File: config.mk
export PLATFORM = sky130hd
export DESIGN_NAME = ddr2_fifo_pattern_cmp
export DESIGN_NICKNAME = d
export VERILOG_FILES = /design/src/rtl/ddr2_fifo_chk_pkg.sv /design/src/rtl/ddr2_fifo_pattern_cmp.sv
export SDC_FILE = /design/constraint.sdc
export NUM_CORES = 1
export LEC_CHECK = 0
export CAP_MARGIN = 20
export CORE_ASPECT_RATIO = 1.75
export CORE_MARGIN = 2
export CORE_UTILIZATION = 45
export DETAILED_ROUTE_END_ITERATION = 6
export PLACE_DENSITY = 0.72
export SLEW_MARGIN = 0
export SYNTH_ARGS = -nofsm -noshare
export SYNTH_HDL_FRONTEND = slang
export SYNTH_SLANG_ARGS = --single-unit
File: constraint.sdc
create_clock -name rd_clk -period 2.5 [get_ports rd_clk]
set_clock_uncertainty 0.05 [all_clocks]
set_input_delay 0.25 -clock rd_clk [delete_from_list [all_inputs] [get_ports rd_clk]]
set_output_delay 0.25 -clock rd_clk [all_outputs]
set_load 0.02 [all_outputs]
File: src/rtl/ddr2_fifo_chk_pkg.sv
// Shared state encoding and default widths for the DDR2 FIFO read-side checker.
package ddr2_fifo_chk_pkg;

   localparam int DATA_WIDTH_DEF = 32;
   localparam int CNT_WIDTH_DEF  = 32;
   localparam int WD_WIDTH       = 16;

   typedef enum logic [1:0] {
      ST_IDLE  = 2'd0,
      ST_WAIT  = 2'd1,
      ST_READ  = 2'd2,
      ST_DRAIN = 2'd3
   } chk_state_e;

endpackage

File: src/rtl/ddr2_fifo_pattern_cmp.sv
// Incrementing-pattern comparator: tracks the expected word, counts words and
// mismatches, and captures the first mismatching pair.
module ddr2_fifo_pattern_cmp
   import ddr2_fifo_chk_pkg::*;
#(
   parameter int DATA_WIDTH = DATA_WIDTH_DEF,
   parameter int CNT_WIDTH  = CNT_WIDTH_DEF
) (
   input  logic                  rd_clk,
   input  logic                  reset_n,
   input  logic                  dout_vd,
   input  logic [DATA_WIDTH-1:0] data_out,
   output logic [CNT_WIDTH-1:0]  word_cnt,
   output logic [CNT_WIDTH-1:0]  err_cnt,
   output logic                  err_flag,
   output logic [DATA_WIDTH-1:0] first_err_exp,
   output logic [DATA_WIDTH-1:0] first_err_got
);

   logic [DATA_WIDTH-1:0] expected_q, expected_d;
   logic [CNT_WIDTH-1:0]  word_cnt_q, word_cnt_d;
   logic [CNT_WIDTH-1:0]  err_cnt_q, err_cnt_d;
   logic                  err_flag_q, err_flag_d;
   logic [DATA_WIDTH-1:0] first_exp_q, first_exp_d;
   logic [DATA_WIDTH-1:0] first_got_q, first_got_d;
   logic                  mismatch;

   assign mismatch = (data_out != expected_q);

   always_comb begin
      expected_d  = expected_q;
      word_cnt_d  = word_cnt_q;
      err_cnt_d   = err_cnt_q;
      err_flag_d  = err_flag_q;
      first_exp_d = first_exp_q;
      first_got_d = first_got_q;
      if (dout_vd) begin
         // Follow the received stream so a single dropped word costs one error.
         expected_d = data_out + DATA_WIDTH'(1);
         if (word_cnt_q != '1) begin
            word_cnt_d = word_cnt_q + CNT_WIDTH'(1);
         end
         if (mismatch) begin
            if (err_cnt_q != '1) begin
               err_cnt_d = err_cnt_q + CNT_WIDTH'(1);
            end
            if (!err_flag_q) begin
               err_flag_d  = 1'b1;
               first_exp_d = expected_q;
               first_got_d = data_out;
            end
         end
      end
   end

   always_ff @(posedge rd_clk) begin
      if (!reset_n) begin
         expected_q  <= '0;
         word_cnt_q  <= '0;
         err_cnt_q   <= '0;
         err_flag_q  <= 1'b0;
         first_exp_q <= '0;
         first_got_q <= '0;
      end else begin
         expected_q  <= expected_d;
         word_cnt_q  <= word_cnt_d;
         err_cnt_q   <= err_cnt_d;
         err_flag_q  <= err_flag_d;
         first_exp_q <= first_exp_d;
         first_got_q <= first_got_d;
      end
   end

   assign word_cnt      = word_cnt_q;
   assign err_cnt       = err_cnt_q;
   assign err_flag      = err_flag_q;
   assign first_err_exp = first_exp_q;
   assign first_err_got = first_got_q;

endmodule

==> qor.csv <==
stage;metric;value;unit
run_status;outcome;finished, final reports clean;
final_layout;nets;1128;
detailed_routing;antenna viol nets, final;0;
synth;most common cell in the netlist;dfxtp_1;
place;detailed placer's ending HPWL;14900;µm
clock_network;# H-tree levels;4;
synth;Cell Area, Synth;7430;µm²
detailed_routing;number of remaining DRC errors;0;
final_layout;Final Core Density;62.4;%
sta;pin slew with the least headroom to its limit;0.650;ns
synth;Mean Syn Cell Area;8.22;µm²
synth;Synth top area share;43.4;%
clock_network;Setup Fix Bufs, Post-CTS;0;
job;max_cap viols;0;
synth;simple-gate share of the synthesized area;28.9;%
critical_path;Data arrival, critical path;2.59;ns
place;number of port buffers;163;
detailed_routing;WL/cell;15.7;µm
floorplan;die height;174;µm
clock_network;clk buf depth;2;
detailed_routing;DRT iter0 DRCs;281;
floorplan;Die W;101;µm
critical_path;reg-to-reg critical path endpoint;err_cnt[26];
power_and_ir_drop;Final Total Pwr;5.99;mW
clock_network;worst skew pair latency;0.42;ns
detailed_routing;vias per inst;5.33;
critical_path;Crit path buffers/inverters;3;
critical_path;CP most frequent cell;buf_4;
sta;Period minus WS final;2.33;ns
global_route;number of global-route vias before repair;6673;
critical_path;CP max-delay cell;nor3_1;
critical_path;CP required;2.76;ns
synth;Area contributors post-synth;dfxtp_1 (43%), xor2_1 (8.4%), nand3_1 (7.1%);
place;Placer Congestion;0.837;
clock_network;Clock transition at path regs;0.07;ns
power_and_ir_drop;Lkg Pwr;3.78;nW
sta;fmax;428;MHz
final_layout;Inserted Diodes;0;
power_and_ir_drop;PwrDens;589;nW/µm²
sta;Slew Limit Fails;0;
global_route;pin count of the biggest net entering global routing;65;
synth;multiplexer share of the synthesized area;2.29;%
critical_path;crit-path leading delay family;simple AND/OR/NAND/NOR gates;
synth;cell count after synthesis;904;
sta;RSZ-0062 raised after global routing;false;
synth;combinational family with the most area after synthesis;simple AND/OR/NAND/NOR gates;
final_layout;register area;3220;µm²
final_layout;share of cells above drive strength 1;9.62;%
clock_network;TritonCTS buffer count;17;
synth;Synth area leader;dfxtp_1;
synth;asr flop ratio synth;0;%
synth;FF+latch count, synth;161;
sta;Setup violations, final;0;
clock_network;Root Driver;clkbuf_16;
synth;Synth Area in Compound Gates;9.18;%
synth;Post-synth EDFFs;0;
global_route;first-pass GRT wire length;32900;µm
detailed_routing;vias;6901;
final_layout;Syn-to-layout area delta;36.8;%
global_route;grt total ovfl;0;
critical_path;worst path cell trace;xor2_1 > nor4_1 > buf_4 > nand4_1 > o21ai_1 > buf_4 > buf_4 > nor3_1 > nand3_1 > mux2i_1;
hold_path;worst hold start;reset_n;
sta;crit share post-route;93.4;%
sta;TNS Setup;0;ns
critical_path;Setup Crit Path Kind;reg2reg;
power_and_ir_drop;Peak VDD IR;0.393;mV
global_route;GRT Util Overall;23.3;%
clock_network;clock sink count;161;
synth;Synth Area in XOR/XNOR;12.0;%
synth;Adder-Cell Fraction of Synth Area;0.505;%
final_layout;area occupied by multi-input gates;3950;µm²
floorplan;site row count;62;
detailed_routing;DRT Wirelength;20300;µm
critical_path;Worst R2R Start;expected_q[7];
floorplan;Initial Util;45.6;%
clock_network;CTS tree;yes;
synth;post-synthesis net count;942;
hold_path;hold path endpoint;err_cnt[21];
floorplan;total die area;17600;µm²
critical_path;worst reg-to-reg path cell count;10;
hold_path;Cells on Worst Hold Path;3;
synth;YS warnings;0;
critical_path;reg2reg setup slack;0.17;ns
clock_network;CTS hold repair buffers;0;
synth;synth cell count leaders;dfxtp_1 (161), nand2_1 (112), nand3_1 (105);
final_layout;FILL cells;1421;
floorplan;core area;16300;µm²
synth;ys flop type;dfxtp_1;
critical_path;Worst setup EP type;flop;
critical_path;Crit path largest cell delay;0.39;ns
sta;Slew HR;56.2;%
hold_path;HP Class;in2reg;
critical_path;startpoint types;flop;
floorplan;Ports;164;
detailed_routing;First-pass DRT Iterations;5;
synth;register area share after synthesis;43.4;%
sta;Final Hold Vio Count;0;
critical_path;Max FO, Critical Path;17;
global_route;initial antenna violation count;0;
synth;Netlist cell types;40;
[state kept, by name, summed over array words and instances, names as in the netlist]
signal,flops
first_err_exp,32
err_cnt,32
expected_q,32
err_flag,1
first_err_got,32
word_cnt,32
[cell families after synthesis]
kind of cell,count (synthesis)
DFF,161
and+or+nand+nor,428
xor gates and xnor gates,102
buffers and inverters,69
AOI/OAI and AO/OA,124
muxes,17
adders and majority gates,3
[routing by layer]
layer  wire length, µm  up-vias  share of wire, %  track usage (%)
met5                 0        -                 0                0
met4               711        0               3.5             9.57
met3               675       36               3.3             3.94
met2             10700      176                53             42.6
met1              8130     3176                40             26.0
li1                  -     3513                 -                -
[metrics by stage]
step / setup WS (ns) / instance area [µm²] / hold WS, ns / cells
6_report: 0.166 / 10200 / 0.187 / 1294
5_1_grt: 0.109 / 10200 / 0.191 / 1294
4_1_cts: 0.124 / 10200 / 0.171 / 1294
3_5_place_dp: -0.285 / 9590 / 0.412 / 1263
3_3_place_gp: -0.290 / 9590 / 0.403 / 1263
2_1_floorplan: 0.236 / 7430 / 0.299 / 904
[layout make-up]
| type | count | area share (%) |
|---|---|---|
| Clock buffer | 17 | 4.19 |
| Clock inverter | 14 | 1.43 |
| Inverter | 10 | 0.369 |
| Multi-Input combinational cell | 674 | 38.8 |
| Sequential cell | 161 | 31.7 |
| Tap cell | 192 | 2.36 |
| Timing Repair Buffer | 226 | 21.1 |
[where the power goes]
group | total, mW | internal, mW | switching, mW
Combinational | 0.704 | 0.309 | 0.395
Sequential | 2.73 | 2.66 | 0.0706
Clock | 2.56 | 1.40 | 1.15
Total | 5.99 | 4.37 | 1.62
[cell usage in the layout, fill, tap and decap left out, types with 5 or more instances in the layout]
cell type        instances
clkdlybuf4s50_1        161
and4_1                  14
xnor2_1                 31
nand4_1                 31
o21ai_0                 82
nor2_1                  72
buf_4                   60
dfxtp_1                161
a211oi_1                19
xor2_1                  71
nand2b_1                16
clkbuf_16               17
nand2_1                112
nand3_1                105
inv_6                    5
mux2i_1                 17
inv_1                    9
or3_1                    5
nor4_1                  15
a21oi_1                 18
and3_1                  23
nor3_1                  15
[timing repair]
item,4_1_cts,5_1_grt
setup endpoints to repair,0,1
endpoints found under the hold margin,0,0
gates resized for setup,0,1
[worst reg2reg max path, delay by kind of cell (launching register included)]
family,cells,cell delay (ns)
flops,1,0.37
simple gates,4,0.74
buf+inv,3,0.50
xor+xnor,1,0.36
mux,1,0.13
compound gates,1,0.10
[how the worst max path moves through the flow]
stage | startpoint | to | slack, ns | cells after the start
6_report | expected_q[7] | err_cnt[26] | 0.17 | 10
5_1_grt | expected_q[7] | err_cnt[30] | 0.11 | 10
4_1_cts | expected_q[11] | err_cnt[26] | 0.12 | 9
3_5_place_dp | data_out[11] | err_cnt[26] | -0.29 | 10
3_3_place_gp | data_out[11] | err_cnt[26] | -0.29 | 10
2_1_floorplan | word_cnt[5] | word_cnt[8] | 0.24 | 7
No activity file was read; power rests on OpenSTA's default activity.
